**config.mk**
```make
export PLATFORM = sky130hd
export DESIGN_NAME = perceptron_cmd_ctrl
export DESIGN_NICKNAME = d
export VERILOG_FILES = /design/src/rtl/perceptron_cmd_ctrl.sv
export SDC_FILE = /design/constraint.sdc
export NUM_CORES = 1
export LEC_CHECK = 0
export CAP_MARGIN = 20
export CORE_MARGIN = 5
export CORE_UTILIZATION = 35
export CTS_CLUSTER_DIAMETER = 150
export DETAILED_ROUTE_END_ITERATION = 6
export PLACE_DENSITY = 0.59
export SLEW_MARGIN = 20
export SYNTH_ARGS = -nofsm -noshare
export SYNTH_HDL_FRONTEND = slang
export SYNTH_SLANG_ARGS = --single-unit
```
**constraint.sdc**
```tcl
create_clock -name clk -period 12.8 [get_ports clk]
set_input_delay 2.56 -clock clk [delete_from_list [all_inputs] [get_ports clk]]
set_output_delay 2.56 -clock clk [all_outputs]
set_load 0.02 [all_outputs]
```
**src/rtl/perceptron_cmd_ctrl.sv**
```systemverilog
// Perceptron node command sequencer: decodes addressed UART frames, loads operands,
// sequences the shared multiplier, accumulates and streams results. Option: BROADCAST_EN.
module perceptron_cmd_ctrl #(
  parameter int unsigned NODE_ADDR   = 100,
  parameter int unsigned DATA_W      = 32,
  parameter int unsigned TIMEOUT_CYC = 250000
) (
  input  logic                clk,
  input  logic                rst,
  input  logic                rx_valid,
  input  logic [7:0]          rx_data,
  input  logic                tx_ready,
  output logic                tx_valid,
  output logic [7:0]          tx_data,
  output logic                mul_start,
  output logic [DATA_W-1:0]   mul_a,
  output logic [DATA_W-1:0]   mul_b,
  input  logic                mul_done,
  input  logic [2*DATA_W-1:0] mul_p,
  output logic                busy,
  output logic                err
);

  localparam int unsigned NB    = DATA_W / 8;
  localparam int unsigned CNT_W = (NB > 1) ? $clog2(NB) : 1;
  localparam int unsigned TMO_W = $clog2(TIMEOUT_CYC + 1);

  localparam logic [CNT_W-1:0] LAST_BYTE = CNT_W'(NB - 1);
  localparam logic [TMO_W-1:0] TMO_LIMIT = TMO_W'(TIMEOUT_CYC);
  localparam logic [7:0]       ADDR      = 8'(NODE_ADDR);

`ifdef BROADCAST_EN
  localparam bit BCAST_EN = 1'b1;
`else
  localparam bit BCAST_EN = 1'b0;
`endif

  localparam logic [7:0] OP_LOAD_A  = 8'h00;
  localparam logic [7:0] OP_LOAD_B  = 8'h01;
  localparam logic [7:0] OP_OUT_RES = 8'h02;
  localparam logic [7:0] OP_OUT_ACC = 8'h03;
  localparam logic [7:0] OP_MUL     = 8'h05;
  localparam logic [7:0] OP_MUL_ADD = 8'h06;

  typedef enum logic [2:0] {
    ST_IDLE,
    ST_ADDR_OK,
    ST_SKIP_OP,
    ST_SKIP_PL,
    ST_PAYLOAD,
    ST_WAIT,
    ST_SEND
  } state_t;

  state_t            state_q, state_d;
  logic [CNT_W-1:0]  cnt_q, cnt_d;
  logic [TMO_W-1:0]  tmo_q, tmo_d;
  logic              sel_q, sel_d;
  logic              bcast_q, bcast_d;
  logic [DATA_W-1:0] stage_q, stage_d;
  logic [DATA_W-1:0] send_q, send_d;
  logic [DATA_W-1:0] mul_a_q, mul_a_d;
  logic [DATA_W-1:0] mul_b_q, mul_b_d;
  logic [DATA_W-1:0] res_q, res_d;
  logic [DATA_W-1:0] acc_q, acc_d;
  logic              err_q, err_d;
  logic              tx_valid_q, tx_valid_d;
  logic [7:0]        tx_data_q, tx_data_d;
  logic              mul_start_q, mul_start_d;
  logic              busy_q, busy_d;

  logic              bcast_hit;
  logic              tmo_hit;
  logic [TMO_W-1:0]  tmo_inc;
  logic [CNT_W-1:0]  cnt_nxt;
  logic              timed;
  logic              unused_mul_hi;

  assign bcast_hit     = BCAST_EN && (rx_data == 8'hFF);
  assign tmo_inc       = tmo_q + TMO_W'(1);
  assign tmo_hit       = (tmo_inc == TMO_LIMIT);
  assign cnt_nxt       = cnt_q + CNT_W'(1);
  assign unused_mul_hi = ^mul_p[2*DATA_W-1:DATA_W];
  assign timed = (state_q == ST_ADDR_OK) || (state_q == ST_SKIP_OP) ||
                 (state_q == ST_SKIP_PL) || (state_q == ST_PAYLOAD);

  // Next-state and datapath updates
  always_comb begin
    state_d     = state_q;
    cnt_d       = cnt_q;
    sel_d       = sel_q;
    bcast_d     = bcast_q;
    stage_d     = stage_q;
    send_d      = send_q;
    mul_a_d     = mul_a_q;
    mul_b_d     = mul_b_q;
    res_d       = res_q;
    acc_d       = acc_q;
    err_d       = err_q;
    tx_valid_d  = tx_valid_q;
    tx_data_d   = tx_data_q;
    mul_start_d = 1'b0;
    tmo_d       = (timed && !rx_valid) ? tmo_inc : '0;

    case (state_q)
      ST_IDLE: begin
        if (rx_valid) begin
          cnt_d   = '0;
          bcast_d = bcast_hit;
          state_d = ((rx_data == ADDR) || bcast_hit) ? ST_ADDR_OK : ST_SKIP_OP;
        end
      end

      ST_ADDR_OK: begin
        if (rx_valid) begin
          sel_d = (rx_data == OP_LOAD_B) || (rx_data == OP_MUL_ADD) || (rx_data == OP_OUT_ACC);
          case (rx_data)
            OP_LOAD_A, OP_LOAD_B: state_d = ST_PAYLOAD;
            OP_MUL, OP_MUL_ADD: begin
              state_d     = ST_WAIT;
              mul_start_d = 1'b1;
            end
            OP_OUT_RES, OP_OUT_ACC: begin
              // Broadcast reads stay off the shared TX line; OUT_ACC still clears.
              if (bcast_q) begin
                state_d = ST_IDLE;
                if (rx_data == OP_OUT_ACC) acc_d = '0;
              end else begin
                state_d    = ST_SEND;
                send_d     = (rx_data == OP_OUT_ACC) ? acc_q : res_q;
                tx_valid_d = 1'b1;
                tx_data_d  = send_d[7:0];
              end
            end
            default: begin
              err_d   = 1'b1;
              state_d = ST_IDLE;
            end
          endcase
        end else if (tmo_hit) begin
          err_d   = 1'b1;
          state_d = ST_IDLE;
        end
      end

      ST_SKIP_OP: begin
        if (rx_valid) begin
          state_d = ((rx_data == OP_LOAD_A) || (rx_data == OP_LOAD_B)) ? ST_SKIP_PL : ST_IDLE;
        end else if (tmo_hit) begin
          err_d   = 1'b1;
          state_d = ST_IDLE;
        end
      end

      ST_SKIP_PL: begin
        if (rx_valid) begin
          cnt_d = cnt_nxt;
          if (cnt_q == LAST_BYTE) state_d = ST_IDLE;
        end else if (tmo_hit) begin
          err_d   = 1'b1;
          state_d = ST_IDLE;
        end
      end

      ST_PAYLOAD: begin
        if (rx_valid) begin
          for (int unsigned i = 0; i < NB; i++) begin
            if (cnt_q == CNT_W'(i)) stage_d[8*i +: 8] = rx_data;
          end
          cnt_d = cnt_nxt;
          // Operand registers only ever see the complete staged word.
          if (cnt_q == LAST_BYTE) begin
            if (sel_q) mul_b_d = stage_d;
            else       mul_a_d = stage_d;
            state_d = ST_IDLE;
          end
        end else if (tmo_hit) begin
          err_d   = 1'b1;
          state_d = ST_IDLE;
        end
      end

      ST_WAIT: begin
        if (rx_valid) err_d = 1'b1;
        if (mul_done) begin
          if (sel_q) acc_d = acc_q + mul_p[DATA_W-1:0];
          else       res_d = mul_p[DATA_W-1:0];
          state_d = ST_IDLE;
        end
      end

      ST_SEND: begin
        if (rx_valid) err_d = 1'b1;
        if (tx_valid_q && tx_ready) begin
          if (cnt_q == LAST_BYTE) begin
            tx_valid_d = 1'b0;
            state_d    = ST_IDLE;
            if (sel_q) acc_d = '0;
          end else begin
            cnt_d = cnt_nxt;
            for (int unsigned i = 0; i < NB; i++) begin
              if (cnt_nxt == CNT_W'(i)) tx_data_d = send_q[8*i +: 8];
            end
          end
        end
      end

      default: state_d = ST_IDLE;
    endcase

    busy_d = (state_d != ST_IDLE);
  end

  always_ff @(posedge clk or posedge rst) begin
    if (rst) begin
      state_q     <= ST_IDLE;
      cnt_q       <= '0;
      tmo_q       <= '0;
      sel_q       <= 1'b0;
      bcast_q     <= 1'b0;
      stage_q     <= '0;
      send_q      <= '0;
      mul_a_q     <= '0;
      mul_b_q     <= '0;
      res_q       <= '0;
      acc_q       <= '0;
      err_q       <= 1'b0;
      tx_valid_q  <= 1'b0;
      tx_data_q   <= '0;
      mul_start_q <= 1'b0;
      busy_q      <= 1'b0;
    end else begin
      state_q     <= state_d;
      cnt_q       <= cnt_d;
      tmo_q       <= tmo_d;
      sel_q       <= sel_d;
      bcast_q     <= bcast_d;
      stage_q     <= stage_d;
      send_q      <= send_d;
      mul_a_q     <= mul_a_d;
      mul_b_q     <= mul_b_d;
      res_q       <= res_d;
      acc_q       <= acc_d;
      err_q       <= err_d;
      tx_valid_q  <= tx_valid_d;
      tx_data_q   <= tx_data_d;
      mul_start_q <= mul_start_d;
      busy_q      <= busy_d;
    end
  end

  assign tx_valid  = tx_valid_q;
  assign tx_data   = tx_data_q;
  assign mul_start = mul_start_q;
  assign mul_a     = mul_a_q;
  assign mul_b     = mul_b_q;
  assign busy      = busy_q;
  assign err       = err_q;

endmodule

```
# Yosys cells after proc, flatten, opt, wreduce, memory -nomap -nowiden
# Index checks and enable logic that the tools add are counted.
[classes]
n_reduce_logical = 36
eq_ne = 34
bitwise_logic = 2
n_mux = 52
addsub = 3
[op_table]
columns = ["cell", "count"]
rows = [
  ["32-bit 2-to-1 mux", 6],
  ["8-bit 2-to-1 mux", 12],
  ["32-bit case mux with 2 select lines", 1],
  ["32-bit adder", 1],
  ["3-bit 2-to-1 mux", 8],
  ["18-bit by 1-bit adder with 18-bit output (second input constant)", 1],
  ["18-bit == test (second input constant)", 1],
  ["18-bit 2-to-1 mux", 1],
  ["2-bit != test (second input constant)", 9],
  ["3-bit case mux with 6 select lines", 1],
  ["8-bit by 2-bit == test with 1-bit output (second input constant)", 2],
  ["8-bit by 3-bit == test with 1-bit output (second input constant)", 2],
  ["8-bit case mux with 2 select lines", 1],
  ["1-bit 2-to-1 mux", 12],
  ["2-bit 2-to-1 mux", 6],
  ["4-bit AND reduction", 3],
  ["3-bit nonzero test", 4],
  ["10-bit AND reduction", 1],
  ["5-bit AND reduction", 2],
  ["2-bit OR reduction", 5],
  ["3-bit == test (second input constant)", 3],
  ["3-bit case mux with 3 select lines", 1],
  ["2-bit == test (second input constant)", 4],
  ["8-bit by 1-bit == test with 1-bit output (second input constant)", 1],
  ["24 further kinds", 39],
]
[word_totals]
input_bits = 77
register_bits = 228
elab_cells = 142
output_inout_bits = 76

# Depth between registers and ports, before layout
[logic_depth]
ltp_word = 9
depth_mapped = 11
depth_no_buf = 11

# Worst setup path after synthesis
# Ideal clock, no wire load.
[synth_timing]
path_type = "input -> register"
start = "input mul_p[24]"
end = "register acc_q[31]"
n_path_buf = 0
required_ns = 12.674
setup_slack_ns = 8.094
setup_ns = 0.126
arrival_time_ns = 4.580
cell_stages = 9
cell_sequence = "ha_1 > and3_1 > a221o_1 > a21o_1 > a221oi_1 > nor2_1 > o2bb2ai_1 > xnor2_1 > a221o_1"
[synth_between]
elab_chain_len = 4
[synth_rtl]
columns = ["item", "line_no", "source"]
rows = [
  ["start, declared", "19", "input logic [2*DATA_W-1:0] mul_p,"],
  ["32-bit adder", "186", "if (sel_q) acc_d = acc_q + mul_p[DATA_W-1:0];"],
  ["32-bit 2-to-1 mux", "186", ""],
  ["32-bit 2-to-1 mux", "185", "if (mul_done) begin"],
  ["32-bit case mux with 2 select lines", "105", "case (state_q)"],
  ["end signal, assigned", "226", "acc_q <= '0;"],
  ["end signal, assigned", "243", "acc_q <= acc_d;"],
  ["end, declared", "65", "logic [DATA_W-1:0] acc_q, acc_d;"],
]
# Every way passes these cells. The select of a mux whose other input is x is not followed.
# A chain may end at the register's enable or synchronous reset.

# Final worst setup path
[layout_timing]
start = "input mul_p[1]"
end = "register acc_q[31]"
# Same word-level chain as after synthesis.

==> impl_results.md <==
- Leakage: 6.39 nW
- CP Max Fanout: 5
- Hold Fails Final Rpt: 0
- FF+latch count, synth: 220
- Initial antenna violation count: 1
- Routed length per instance: between 15 and 20 um
- DR top layer: met5
- Dpl hpwl: slightly below 20,000 um
- Slew headroom: 0.410
- CTS Root Cell: clkbuf_16
- Status: completed
- FP Rows: 65
- Initial DRC count: between 500 and 600
- Finished layout cell area: between 10,000 and 15,000 um2
- CTS tree: yes
- Total gr overflow: 0
- Worst slew pin tran: between 0.8 and 0.9 ns
- Nets: approximately 1,300
- Sw Ratio: 0.243
- Met2 routed WL: around 13,000 um
- Largest family of logic cells by synthesized area: compound AO/OA/AOI/OAI gates
- RSZ-0062 raised after global routing: no
- Power share of the combinational group: 0.107
- Commonest non-fill, non-tap cell in the layout: dfrtp_1
- Cell variety after synth: 67
- Clock power frac: 0.433
- Synthesized area: approximately 11,000 um2
- Hold-fix buffers, CTS: 0
- ANT cells: 0
- Die width: about 190 um
- Yosys warns: 0
- Dpl cell area: 12,800 um2
- Met1 WL: about 13,000 um
- Final setup violation count: 0
- Hold Crit Class: flop to flop
- Most frequent cells in the layout: dfrtp_1 (220), clkdlybuf4s50_1 (120), nor2_1 (115)
- Via density: between 5 and 6
- Port-buffer cells: 120
- Worst Setup Start Kind: input port
- Gr usage total: 0.155
- Post-synth EDFFs: 0
- Internal power: ~1.3 mW
- Worst-Skew Late Latency: around 0.53 ns
- Crit end category: flop
- Mean Syn Cell Area: approximately 10 um2
- Final Critical Period: around 5.2 ns
- Fmax: between 0.15 and 0.2 GHz
- Max Slew Vio Count: 0
- Tcrit/Tclk final: 0.404
- Mux contribution to synthesized area: 0.139
- Vias in the first global route: between 8,000 and 9,000
- Max cap viols: 0
- Drt first pass iters: 5
- Ys async rst share: 1.00
- IO Pins: between 150 and 200
- Worst IR Drop VDD: 0.0829 mV
- Die area: around 36,000 um2
- CTS Buf Count: 25
- Detail Route Antenna Nets: 0
- Clock sink count: 220
- Setup TNS: 0 ns
- DIE HEIGHT: around 190 um
- Area share of fa/ha/maj cells after synthesis: 0.0428
- Xor/xnor cell area share of the yosys netlist: 0.0336
- Worst clock skew: approximately 0.019 ns
- DRC violations left: 0
- Vias: 8,396
- Crit Path Class: input port to flop
- Seq pwr share: 0.459
- P&R area growth vs syn: 21.4%
- Post-CTS setup buffers: 0
- Final Wtd Congestion: 0.837
- CTS resizes: 0
- Routed wl met3: roughly 1500 um
- Clock Tree Buf Depth: 3
- First-pass GRT wire length: 45,400 um
- Starting density of the core: 0.355
- Post-synthesis sequential area ratio: 0.491
- Required time worst endpoint: about 13 ns
- Post-Route WL: about 28,000 um
- Net Switching: approximately 400 uW
- Clk pin slew, worst setup/hold paths: around 0.06 ns
- Compound-cell area share of the yosys netlist: 0.140
- Largest net degree at the start of global routing: 90
- Post-Syn Instances: 1,095
- Layout cells sized above 1: 0.127
- Main synth FF type: dfrtp_1
- CTS H-tree depth: 1
- Critical Path AT: between 5 and 6 ns
- Core area: between 30,000 and 40,000 um2
- Power per cell area: around 120 nW/um2
- Post-synthesis simple-gate area fraction: 0.123
- Mapped Nets: about 1,200
==> cell families after synthesis <==
kind of cell / count (synthesis)
flip-flops: 220
XOR/XNOR: 43
buffers and inverters: 81
adder cells (fa/ha/maj): 38
AND/OR/NAND/NOR: 304
AO/OA/AOI/OAI: 263
multiplexers: 146
==> critical path, cell delays in order <==
cell and delay [ns]:
clkdlybuf4s50_1 0.45, ha_1 0.32, a211oi_1 0.28, o21bai_1 0.12, a21oi_1 0.36, o221ai_1 0.35, a21oi_1 0.49, o2bb2ai_1 0.23
xnor2_1 0.10, a221o_1 0.30
==> sequential cells by signal, indices dropped and copies added, names as in the netlist, 2 cells and up <==
register	flops
tmo_q	18
res_q	32
cnt_q	2
mul_b	32
mul_a	32
send_q	32
state_q	3
acc_q	32
tx_data	8
stage_q	24
==> synth_stat cells, drive strengths merged, types with 12 or more instances <==
library cell / instances / area, um2
a211oi: 12 / 90.1
nand3: 19 / 123
xor2: 20 / 175
buf: 20 / 105
mux2: 81 / 912
o21ai: 70 / 350
o31ai: 12 / 90.1
nor3: 14 / 70.1
mux2i: 65 / 651
nor2: 121 / 469
a21o: 14 / 105
inv: 17 / 63.8
ha: 36 / 450
a21oi: 103 / 515
clkbuf: 44 / 165
nand2: 99 / 372
dfrtp: 220 / 5510
xnor2: 23 / 201
==> routing by layer <==
metal  GRT usage  up-vias
li1            -     4070
met3      0.0256       47
met1       0.221     4074
met5           0        -
met2       0.248      203
met4      0.0353        2
==> final timing paths <==
path                            cells past startpoint    endpoint  startpoint  slack, ns
max in group asynchronous                           3  stage_q[3]         rst       8.87
min in group asynchronous                           2   mul_a[28]         rst       2.53
worst max register to register                      9   acc_q[31]    acc_q[1]       9.76
worst min register to register                      2    mul_b[1]    mul_b[1]       0.48
worst min-delay path                                2    mul_b[1]    mul_b[1]       0.48
worst max-delay path                               10   acc_q[31]    mul_p[1]       7.63
==> power groups by stage <==
stage | sequential (mW) | combinational, mW | clock [mW]
after floorplan | 0.787 | 0.0836 | 0
after global placement | 0.771 | 0.177 | 0
after detailed placement | 0.772 | 0.179 | 0
after CTS | 0.759 | 0.180 | 0.736
after global routing | 0.764 | 0.196 | 0.761
final | 0.760 | 0.178 | 0.716
==> layout make-up <==
| cell class | count | area [um2] |
|---|---|---|
| Fill cell | 3037 | 18000 |
| Clock inverter | 8 | 100 |
| Tap cell | 402 | 503 |
| Sequential cell | 220 | 5510 |
| Timing Repair Buffer | 134 | 1310 |
| Multi-Input combinational cell | 794 | 5400 |
| Inverter | 17 | 71.3 |
| Clock buffer | 35 | 723 |
==> metrics by stage <==
stage / total power [mW] / std cells / hold slack [ns] / setup slack, ns / utilization
detailed placement: 0.951 / 1567 / 0.471 / 7.06 / 0.404
floorplan: 0.871 / 1095 / 0.468 / 4.22 / -
finish: 1.65 / 1610 / 0.475 / 7.63 / 0.430
global placement: 0.947 / 1566 / 0.463 / 7.07 / 0.404
CTS: 1.68 / 1610 / 0.484 / 7.61 / 0.430
global route: 1.72 / 1610 / 0.502 / 7.42 / 0.430
No activity file was read; power rests on OpenSTA's default activity.
